--- config.mk ---
export PLATFORM = sky130hd
export DESIGN_NAME = word_byte_splitter_flat
export DESIGN_NICKNAME = d
export VERILOG_FILES = /design/src/rtl/word_byte_splitter_if.sv /design/src/rtl/word_byte_splitter.sv /design/src/flat_wrapper.sv
export SDC_FILE = /design/constraint.sdc
export NUM_CORES = 1
export LEC_CHECK = 0
export BUFFER_PORTS_ARGS = -buffer_cell sky130_fd_sc_hd__buf_2
export CAP_MARGIN = 20
export CORE_MARGIN = 2
export CORE_UTILIZATION = 53
export CTS_CLUSTER_SIZE = 16
export DETAILED_ROUTE_END_ITERATION = 8
export GPL_TIMING_DRIVEN = 0
export HOLD_SLACK_MARGIN = 0.03
export PLACE_DENSITY_LB_ADDON = 0.2
export SLEW_MARGIN = 10
export SYNTH_ARGS = -nofsm -noshare
export SYNTH_HDL_FRONTEND = slang
export SYNTH_SLANG_ARGS = --single-unit
--- constraint.sdc ---
create_clock -name clk -period 4.2 [get_ports clk]
set_input_delay 0.84 -clock clk [delete_from_list [all_inputs] [get_ports clk]]
set_output_delay 0.84 -clock clk [all_outputs]
set_load 0.05 [all_outputs]
--- src/rtl/word_byte_splitter_if.sv ---
// Handshake bundle between a word-wide producer and a byte-wide consumer.
// The splitter sits on the slave modport; the environment drives the master side.
interface word_byte_splitter_if #(
    parameter int BYTE_W = 8,
    parameter int BYTES  = 2
);
    localparam int IDX_W = $clog2(BYTES);

    logic                    in_valid;
    logic                    in_ready;
    logic [BYTES*BYTE_W-1:0] in_data;
    logic                    out_valid;
    logic                    out_ready;
    logic [BYTE_W-1:0]       out_data;
    logic [IDX_W-1:0]        out_idx;
    logic                    out_last;
    logic [BYTE_W-1:0]       out_or;

    modport slave (
        input  in_valid, in_data, out_ready,
        output in_ready, out_valid, out_data, out_idx, out_last, out_or
    );

    modport master (
        output in_valid, in_data, out_ready,
        input  in_ready, out_valid, out_data, out_idx, out_last, out_or
    );
endinterface

--- src/rtl/word_byte_splitter.sv ---
// Unpacks a word of BYTES concatenated lanes into one byte per handshake,
// with a running OR of the bytes of the current word emitted so far.
module word_byte_splitter #(
    parameter int BYTE_W    = 8,
    parameter int BYTES     = 2,
    parameter int MSB_FIRST = 1
) (
    input  logic                 clk,
    input  logic                 rst_n,
    word_byte_splitter_if.slave  bus
);
    localparam int IDX_W = $clog2(BYTES);
    localparam logic [IDX_W-1:0] LAST_IDX = IDX_W'(BYTES - 1);

    typedef enum logic {
        IDLE,
        SEND
    } state_t;

    state_t                  r_state;
    logic [BYTES*BYTE_W-1:0] r_word;
    logic [IDX_W-1:0]        r_idx;
    logic [BYTE_W-1:0]       r_acc;

    logic [IDX_W-1:0]        w_lane;
    logic [BYTE_W-1:0]       w_data;
    logic                    w_valid;
    logic                    w_last;
    logic                    w_fire;
    logic                    w_in_ready;

    // Emission index counts 0..BYTES-1; the physical lane reverses when MSB leads.
    assign w_lane = (MSB_FIRST != 0) ? (LAST_IDX - r_idx) : r_idx;

    always_comb begin
        w_data = '0;
        for (int i = 0; i < BYTES; i++) begin
            if (w_lane == IDX_W'(i)) begin
                w_data = r_word[i*BYTE_W +: BYTE_W];
            end
        end
    end

    assign w_valid    = (r_state == SEND);
    assign w_last     = (r_idx == LAST_IDX);
    assign w_fire     = w_valid && bus.out_ready;
    assign w_in_ready = (r_state == IDLE) || (w_fire && w_last);

    assign bus.in_ready  = w_in_ready;
    assign bus.out_valid = w_valid;
    assign bus.out_data  = w_data;
    assign bus.out_idx   = r_idx;
    assign bus.out_last  = w_last;
    assign bus.out_or    = r_acc | w_data;

    // A final-beat handshake with a waiting word reloads directly, so there is no bubble.
    always_ff @(posedge clk or negedge rst_n) begin
        if (!rst_n) begin
            r_state <= IDLE;
            r_word  <= '0;
            r_idx   <= '0;
            r_acc   <= '0;
        end else begin
            case (r_state)
                IDLE: begin
                    if (bus.in_valid) begin
                        r_word  <= bus.in_data;
                        r_idx   <= '0;
                        r_acc   <= '0;
                        r_state <= SEND;
                    end
                end
                SEND: begin
                    if (w_fire) begin
                        if (!w_last) begin
                            r_idx <= r_idx + IDX_W'(1);
                            r_acc <= r_acc | w_data;
                        end else if (bus.in_valid) begin
                            r_word <= bus.in_data;
                            r_idx  <= '0;
                            r_acc  <= '0;
                        end else begin
                            r_state <= IDLE;
                        end
                    end
                end
                default: r_state <= IDLE;
            endcase
        end
    end
endmodule

--- src/flat_wrapper.sv ---
// flat-port wrapper written by rule: the top's interface ports become plain ports
module word_byte_splitter_flat 
#(
    parameter int BYTE_W    = 8,
    parameter int BYTES     = 2,
    parameter int MSB_FIRST = 1
)
  (clk, rst_n, bus_in_valid, bus_in_data, bus_out_ready, bus_in_ready, bus_out_valid, bus_out_data, bus_out_idx, bus_out_last, bus_out_or);
  word_byte_splitter_if #(.BYTE_W(BYTE_W), .BYTES(BYTES)) bus_i ();
  input  logic clk;
  input  logic rst_n;
  input wire logic [$bits(bus_i.in_valid)-1:0] bus_in_valid;
  input wire logic [$bits(bus_i.in_data)-1:0] bus_in_data;
  input wire logic [$bits(bus_i.out_ready)-1:0] bus_out_ready;
  output wire logic [$bits(bus_i.in_ready)-1:0] bus_in_ready;
  output wire logic [$bits(bus_i.out_valid)-1:0] bus_out_valid;
  output wire logic [$bits(bus_i.out_data)-1:0] bus_out_data;
  output wire logic [$bits(bus_i.out_idx)-1:0] bus_out_idx;
  output wire logic [$bits(bus_i.out_last)-1:0] bus_out_last;
  output wire logic [$bits(bus_i.out_or)-1:0] bus_out_or;
  assign bus_i.in_valid = bus_in_valid;
  assign bus_i.in_data = bus_in_data;
  assign bus_i.out_ready = bus_out_ready;
  assign bus_in_ready = bus_i.in_ready;
  assign bus_out_valid = bus_i.out_valid;
  assign bus_out_data = bus_i.out_data;
  assign bus_out_idx = bus_i.out_idx;
  assign bus_out_last = bus_i.out_last;
  assign bus_out_or = bus_i.out_or;
  word_byte_splitter #(.BYTE_W(BYTE_W), .BYTES(BYTES), .MSB_FIRST(MSB_FIRST)) u_core (.clk(clk), .rst_n(rst_n), .bus(bus_i));
endmodule
==> results of run 1 <==
-- cells by family (layout without fill, tap and decap cells) --
| logic type | count (synthesis) | count (layout) | share of synthesized area [%] |
|---|---|---|---|
| mux | 24 | 24 | 24.8 |
| compound gates | 17 | 17 | 11.5 |
| simple gates | 18 | 18 | 8.47 |
| flops | 26 | 26 | 51.8 |
| buf+inv | 7 | 50 | 3.39 |
-- worst max-delay path by stage --
stage               endpoint                            from  cells after the start
2_1_floorplan  bus_out_or[0]  u_core.bus.out_idx$_DFFE_PN0P_                      3
3_3_place_gp   bus_out_or[2]  u_core.bus.out_idx$_DFFE_PN0P_                      4
3_5_place_dp   bus_out_or[2]  u_core.bus.out_idx$_DFFE_PN0P_                      4
4_1_cts        bus_out_or[2]  u_core.bus.out_idx$_DFFE_PN0P_                      4
5_1_grt        bus_out_or[2]  u_core.bus.out_idx$_DFFE_PN0P_                      4
6_report       bus_out_or[2]  u_core.bus.out_idx$_DFFE_PN0P_                      4
-- metal layers --
layer / part of all wire, % / routed length (um) / up-vias
met5: 0 / 0 / -
met4: 1.7 / 42 / 0
met3: 6.1 / 151 / 7
met2: 49 / 1200 / 29
met1: 44 / 1080 / 443
li1: - / - / 414
-- cell type report --
type	instances	area, um2	share of cell area (%)
Buffer	5	35.0	2.28
Clock buffer	3	22.5	1.46
Clock inverter	1	30.0	1.95
Inverter	2	7.51	0.488
Multi-Input combinational cell	59	562	36.5
Sequential cell	26	651	42.3
Tap cell	28	35.0	2.28
Timing Repair Buffer	39	195	12.7
-- critical path: stages (launching register included) --
cell and delay, ns:
dfrtp_1 0.48, buf_4 0.23, mux2_4 0.32, or2_2 0.28, buf_2 0.21
-- registers in the layout (all words and copies together) (netlist names) --
register              count
u_core.r_acc              8
u_core.bus.out_idx        1
u_core.bus.out_valid      1
u_core.r_word            16
-- metrics by stage --
stage | instance area, um2 | std cells | worst slack (ns)
after detailed placement | 1490 | 159 | 1.89
after CTS | 1540 | 163 | 1.50
after global placement | 1490 | 159 | 1.90
after global routing | 1540 | 163 | 1.43
after floorplan | 1250 | 92 | 1.50
final | 1540 | 163 | 1.51
-- placed cells by master, fill, tap and decap left out, drive strengths merged, types with 3 or more instances in the layout --
| cell type | instances |
|---|---|
| a21o | 7 |
| nand3 | 3 |
| o21ai | 3 |
| nand2 | 5 |
| or2 | 7 |
| mux2 | 24 |
| a32o | 6 |
| dfrtp | 26 |
| buf | 43 |
| clkbuf | 4 |
==> summary.md, run 1 <==
| Metric | Value |
|---|---|
| Status | finished, final reports clean |
| Share of cells above drive strength 1 | 55.6% |
| GR Util All Layers | 20.3% |
| Crit path kind | reg2out |
| Post-CTS Resized | 0 |
| I/O Buffers | 39 |
| FF-to-FF setup slack | 2.71 ns |
| Post-synthesis sequential area ratio | 51.8% |
| Crit share post-route | 64.1% |
| Final Hold Fails | 0 |
| Average wire per standard cell | 15.2 um |
| Initial antenna violation count | 0 |
| Hold buffer count at CTS | 0 |
| Clk_lat worst skew | 0.33 ns |
| Hold WS | 0.476 ns |
| DR DRC count | 0 |
| Worst-path clk slew | 0.14 ns |
| Share of synthesized registers carrying an async set or reset | 100% |
| Detailed-route via count | 893 |
| Top-area cell type share of the netlist area | 51.8% |
| RSZ-0062 raised after global routing | no |
| Ant diodes | 0 |
| Die W | 52.7 um |
| Clk sinks | 26 |
| Row cnt | 17 |
| Io pins | 40 |
| Utilization after layout | 68.9% |
| Max Cap Viol | 0 |
| Die area | 2770 um2 |
| Slew headroom | 63.2% |
| Yosys cell types | 21 |
| Routed Wire Length | 2.47 mm |
| Cell count of the worst reg-to-reg path | 4 |
| Met3 global-route usage | 6.00% |
| Hold WC Path Type | in2async |
| Mapped Area | 1250 um2 |
| Post-DP HPWL | 1.76 mm |
| Num CTS Buffers | 3 |
| Synth Flop Type | dfrtp_1 |
| # fillers | 180 |
| Via count of the first global-routing pass | 908 |
| Syn Area/Cell | 13.6 um2 |
| CTS tree | yes |
| GRT Max-Usage Layer | met2 |
| CP required | 3.36 ns |
| Overflow left after global routing | 0 |
| Global Route met1 Usage | 25.1% |
| Endpoint type of the worst setup path | output pin |
| Seq cells post-synth | 26 |
| Drt pass-1 iters | 4 |
| Worst-Margin Slew | 0.552 ns |
| Largest net degree at the start of global routing | 27 |
| DR vias/cell | 5.48 |
| Initial core utilization | 56.2% |
| Fin Clk Skew | 0.00691 ns |
| Slew Viols, Final | 0 |
| DRT iter0 DRCs | 14 |
| Global-route wire length before repair | 4.00 mm |
| Top cells by area, synth | dfrtp_1 (52%), mux2_4 (13%), mux2_2 (12%) |
| GR Util met2 | 33.1% |
| Most instantiated cells after synthesis | dfrtp_1 (26), mux2_2 (13), mux2_4 (11) |
| Synth Warn # | 0 |
| Post-Syn Instances | 92 |
| R2r endpoint | u_core.r_word[7]$_DFFE_PN0P_ |
| Post-synth EDFFs | 0 |
| Postcts setup bufs | 0 |
| Cell taking the most area after synthesis | dfrtp_1 |
| Clock Path Buffers | 2 |
| Root buf cell | clkbuf_4 |
| Period minus WS final | 2.69 ns |
| Final setup fails | 0 |
| GP Congestion | 0.764 |
| Detail Route Antenna Nets | 0 |
| Core Area | 2230 um2 |
| Max H-tree Level | 1 |
| Leading cell type by number of instances after synthesis | dfrtp_1 |
| Peak Freq | 371 MHz |
| Final nets | 156 |
| Max FO, Critical Path | 10 |
| Chip height | 52.7 um |
| Arr. time, crit path | 1.85 ns |
| TNS Setup | 0 ns |
| FF-to-FF Start | u_core.bus.out_idx$_DFFE_PN0P_ |
| Synthesized Nets | 112 |
| Layout area overhead | 22.5% |
| Startpoint types | register |
Power of run 1 is left out: the tool's default activity adds up to more than one toggle a clock period on the data nets, which glitch-free logic cannot reach.
==> run 2: changes to the inputs <==
- CORE_UTILIZATION: 53 -> 49
- clock period: 4.2 -> 2.7 ns (I/O delays scaled with it)
==> run 2 against run 1 <==
Hold slack got worse by 0.28 ns. Non-clock buffer count unchanged. Highest routed layer unchanged. Critical path depth unchanged. Critical endpoint unchanged. Global-route usage decreased by 0.44 points. Count of clock-buffer cells in the layout increased by 1.
==> summary.md, run 2 (synthesis results as in run 1) <==
| Metric | Value |
|---|---|
| Core Area | 2450 um2 |
| Max Cap Viol | 0 |
| Routed Wire Length | 2.61 mm |
| Post-CTS Resized | 0 |
| Clock Path Buffers | 2 |
| Max FO, Critical Path | 10 |
| Top reg by flops | u_core.r_word |
| Average wire per standard cell | 15.8 um |
| Ant diodes | 0 |
| Clk sinks | 26 |
| Root buf cell | clkbuf_4 |
| Largest net degree at the start of global routing | 27 |
| I/O Buffers | 39 |
| Die W | 54.6 um |
| RSZ-0062 raised after global routing | no |
| Worst-Margin Slew | 0.578 ns |
| TNS Setup | 0 ns |
| Arr. time, crit path | 1.84 ns |
| Detailed-route via count | 891 |
| Hold WC Path Type | in2async |
| Biggest regs | u_core.r_word x16, u_core.r_acc x8 |
| DR DRC count | 0 |
| DRT iter0 DRCs | 16 |
| Slowest CP cell | dfrtp_1 |
| Max H-tree Level | 1 |
| GP Congestion | 0.674 |
| Slew Viols, Final | 0 |
| Worst-path clk slew | 0.14 ns |
| Max incr delay on CP | 0.48 ns |
| Crit path kind | reg2out |
| Crit share post-route | 88.0% |
| Slew headroom | 61.4% |
| Largest register FFs | 16 |
| Num CTS Buffers | 3 |
| Detail Route Antenna Nets | 0 |
| Chip height | 54.6 um |
| Row cnt | 18 |
| Startpoint types | register |
| CP bufs+invs | 2 |
| CP cell instances | buf_4, mux2_4, or2_2, buf_2 |
| GR Util All Layers | 19.8% |
| Fin Clk Skew | 0.00654 ns |
| Layout area overhead | 21.4% |
| CTS tree | yes |
| Final setup fails | 0 |
| Commonest cells after routing, fill and taps aside | buf_2 (40), dfrtp_1 (26), mux2_2 (13), mux2_4 (11), a21o_1 (7) |
| Clk_lat worst skew | 0.32 ns |
| Share of cells above drive strength 1 | 55.6% |
| Hold buffer count at CTS | 0 |
| Io pins | 40 |
| Endpoint type of the worst setup path | output pin |
| Peak Freq | 421 MHz |
| Final nets | 156 |
| Via count of the first global-routing pass | 861 |
| Postcts setup bufs | 0 |
| CP delay by family, top | flip-flops |
| Initial antenna violation count | 0 |
| Overflow left after global routing | 0 |
| Final Hold Fails | 0 |
| Initial core utilization | 51.1% |
| Period minus WS final | 2.38 ns |
| Status | finished, final reports clean |
| FF-to-FF setup slack | 1.20 ns |
| Commonest non-fill, non-tap cell in the layout | buf_2 |
| CP required | 2.16 ns |
| Die area | 2980 um2 |
| DR vias/cell | 5.40 |
| Global-route wire length before repair | 4.04 mm |
| Post-DP HPWL | 1.81 mm |
| Drt pass-1 iters | 3 |
-- run 2: changes by cell type in the layout (fill, tap and decap cells not counted), sizes merged --
cell | previous run | this run
bufinv | 1 | 0
clkbuf | 4 | 5
-- run 2: worst paths after layout --
path,end,cells past startpoint,start
setup / recovery,bus_out_or[2],4,u_core.bus.out_idx$_DFFE_PN0P_
hold reg to reg,u_core.r_word[5]$_DFFE_PN0P_,1,u_core.r_word[5]$_DFFE_PN0P_
min in group clk,u_core.r_word[12]$_DFFE_PN0P_,2,bus_in_data[12]
hold / removal,u_core.r_word[9]$_DFFE_PN0P_,1,rst_n
setup reg to reg,u_core.r_word[7]$_DFFE_PN0P_,4,u_core.bus.out_idx$_DFFE_PN0P_
max in group asynchronous,u_core.r_acc[6]$_DFFE_PN0P_,1,rst_n
-- run 2: per-stage QoR --
step / setup WS [ns] / hold WS (ns) / cell area (um2) / util (%) / std cells
global route: 0.235 / 0.212 / 1520 / 62.1 / 165
detailed placement: 0.683 / 0.487 / 1490 / 60.6 / 161
finish: 0.324 / 0.194 / 1520 / 62.1 / 165
CTS: 0.300 / 0.208 / 1520 / 62.1 / 165
global placement: 0.694 / 0.482 / 1490 / 60.6 / 161
floorplan: 0.303 / 0.244 / 1250 / - / 92
-- run 2: area by class of cell --
class                           instances  area [um2]
Sequential cell                        26         651
Multi-Input combinational cell         59         562
Clock buffer                            4        36.3
Tap cell                               30        37.5
Inverter                                2        7.51
Buffer                                  5        35.0
Timing Repair Buffer                   39         195
Fill cell                             214         931
-- run 2: layer usage --
layer  vias up  wire length [um]  share of wire, %  GRT usage [%]
met1       444              1120                43           25.2
li1        418                 -                 -              -
met3         4               120               4.6           3.55
met5         -                 0                 0              0
met2        25              1340                51           33.3
met4         0                27               1.0           7.50
Power of run 2 is left out for the same reason.
==> run 3: changes to the inputs <==
- BUFFER_PORTS_ARGS: -buffer_cell sky130_fd_sc_hd__buf_2 -> not set
- CORE_UTILIZATION: 49 -> 60
- DONT_BUFFER_PORTS: not set -> 1
==> run 3 against run 2 <==
Fmax decreased by 8.5%. Die area decreased by 17%. Cell count decreased by 24%. Via count decreased by 16%. Wire length decreased by 14%. First-iteration DRC count increased by 6.3%. Setup slack got worse by 0.22 ns. Highest routed layer unchanged.
==> summary.md, run 3 (synthesis results as in run 1) <==
| Metric | Value |
|---|---|
| Cell count of the worst reg-to-reg path | 4 |
| Status | finished, final reports clean |
| Max H-tree Level | 1 |
| Worst-path clk slew | 0.13 ns |
| Crit path kind | reg2out |
| Startpoint types | register |
| Max incr delay on CP | 0.58 ns |
| Overflow left after global routing | 0 |
| Post-DP HPWL | 1.47 mm |
| Slew headroom | 64.4% |
| Commonest non-fill, non-tap cell in the layout | dfrtp_1 |
| Largest net degree at the start of global routing | 27 |
| # fillers | 154 |
| Max FO, Critical Path | 10 |
| Die area | 2470 um2 |
| Detail Route Antenna Nets | 0 |
| GR Util All Layers | 19.4% |
| DR vias/cell | 6.01 |
| Via count of the first global-routing pass | 751 |
| Row cnt | 16 |
| Slowest CP cell | dfrtp_4 |
| DR DRC count | 0 |
| Period minus WS final | 2.60 ns |
| Ant diodes | 0 |
| Top reg by flops | u_core.r_word |
| TNS Setup | 0 ns |
| Final Hold Fails | 0 |
| Utilization after layout | 69.3% |
| Layout area overhead | 8.27% |
| Non-filler cells, final | 125 |
| CP Launch Point | u_core.bus.out_idx$_DFFE_PN0P_ |
| Initial core utilization | 64.0% |
| CTS tree | yes |
| Biggest regs | u_core.r_word x16, u_core.r_acc x8 |
| GP Congestion | 0.717 |
| Critical Path Sink | bus_out_or[0] |
| Share of cells above drive strength 1 | 38.8% |
| Postcts setup bufs | 0 |
| Average wire per standard cell | 17.9 um |
| Final nets | 119 |
| Max Cap Viol | 0 |
| Clk_lat worst skew | 0.31 ns |
| Worst-Margin Slew | 0.534 ns |
| I/O Buffers | 0 |
| Crit share post-route | 96.1% |
| Io pins | 40 |
| Core Area | 1960 um2 |
| DP Cell Count | 119 |
| Global-route wire length before repair | 3.64 mm |
| Largest register FFs | 16 |
| Clk sinks | 26 |
| Hold WC Path Type | in2reg |
| R2r endpoint | u_core.r_word[6]$_DFFE_PN0P_ |
| Drt pass-1 iters | 4 |
| CP required | 2.16 ns |
| Clock Path Buffers | 2 |
| Slew Viols, Final | 0 |
| Root buf cell | clkbuf_4 |
| Min-delay src | bus_in_valid |
| Peak Freq | 385 MHz |
| Initial antenna violation count | 0 |
| Hold WS | 0.324 ns |
| Fin Clk Skew | 0.00408 ns |
| Die W | 49.7 um |
| FF-to-FF Start | u_core.bus.out_valid$_DFF_PN0_ |
| Endpoint type of the worst setup path | output pin |
| FF-to-FF setup slack | 0.84 ns |
| RSZ-0062 raised after global routing | no |
| Detailed-route via count | 751 |
| Arr. time, crit path | 2.06 ns |
| CP cell instances | buf_4, mux2_2, or2_1 |
| Routed Wire Length | 2.24 mm |
| Chip height | 49.7 um |
| Final setup fails | 0 |
| Commonest cells after routing, fill and taps aside | dfrtp_1 (25), mux2_2 (13), mux2_4 (11), a21o_1 (7), a32o_1 (6) |
| DRT iter0 DRCs | 17 |
| Num CTS Buffers | 3 |
run 3: cell types whose count changed in the layout (fill, tap and decap cells not counted):
cell / change
dfrtp_1: -1
dfrtp_4: +1
buf_12: +1
dlygate4sd3_1: +1
buf_2: -39
run 3: worst max-delay path, delay by kind of cell (launching register included):
family / cells / cell delay, ns
buf+inv: 1 / 0.23
flops: 1 / 0.58
mux: 1 / 0.48
simple gates: 1 / 0.45
run 3: layout make-up:
type                       instances  area (um2)  share of cell area [%]
sequential                        26         654                    48.2
multi-input combinational         59         562                    41.3
clock buffer                       4        36.3                    2.67
buffer                             5        35.0                    2.58
tap                               27        33.8                    2.49
timing repair buffer               2        30.0                    2.21
inverter                           2        7.51                   0.552
run 3: timing repair:
item / CTS / global route
hold endpoints to repair: 26 / 0
resized for setup: 1 / 1
endpoints found under the setup margin: 6 / 5
hold buffers: 2 / 0
run 3: per-stage QoR:
stage / cell area (um2) / setup WS (ns)
finish: 1360 / 0.104
global route: 1360 / 0.0313
CTS: 1360 / 0.0332
detailed placement: 1290 / 0.194
global placement: 1290 / 0.185
floorplan: 1250 / 0.303
run 3: worst min-delay path by stage:
stage	to	cells after the start
2_1_floorplan	u_core.bus.out_idx$_DFFE_PN0P_	0
3_3_place_gp	u_core.r_word[7]$_DFFE_PN0P_	0
3_5_place_dp	u_core.r_word[15]$_DFFE_PN0P_	0
4_1_cts	u_core.r_acc[7]$_DFFE_PN0P_	1
5_1_grt	u_core.r_acc[7]$_DFFE_PN0P_	1
6_report	u_core.r_acc[7]$_DFFE_PN0P_	1
run 3: metal layers:
metal,vias to the layer above,track usage (%),share of wire [%]
met1,376,28.0,44
met5,-,0,0
met3,2,3.64,5.6
li1,345,-,-
met2,28,30.2,49
met4,0,5.56,0.40
Power of run 3 is left out for the same reason.
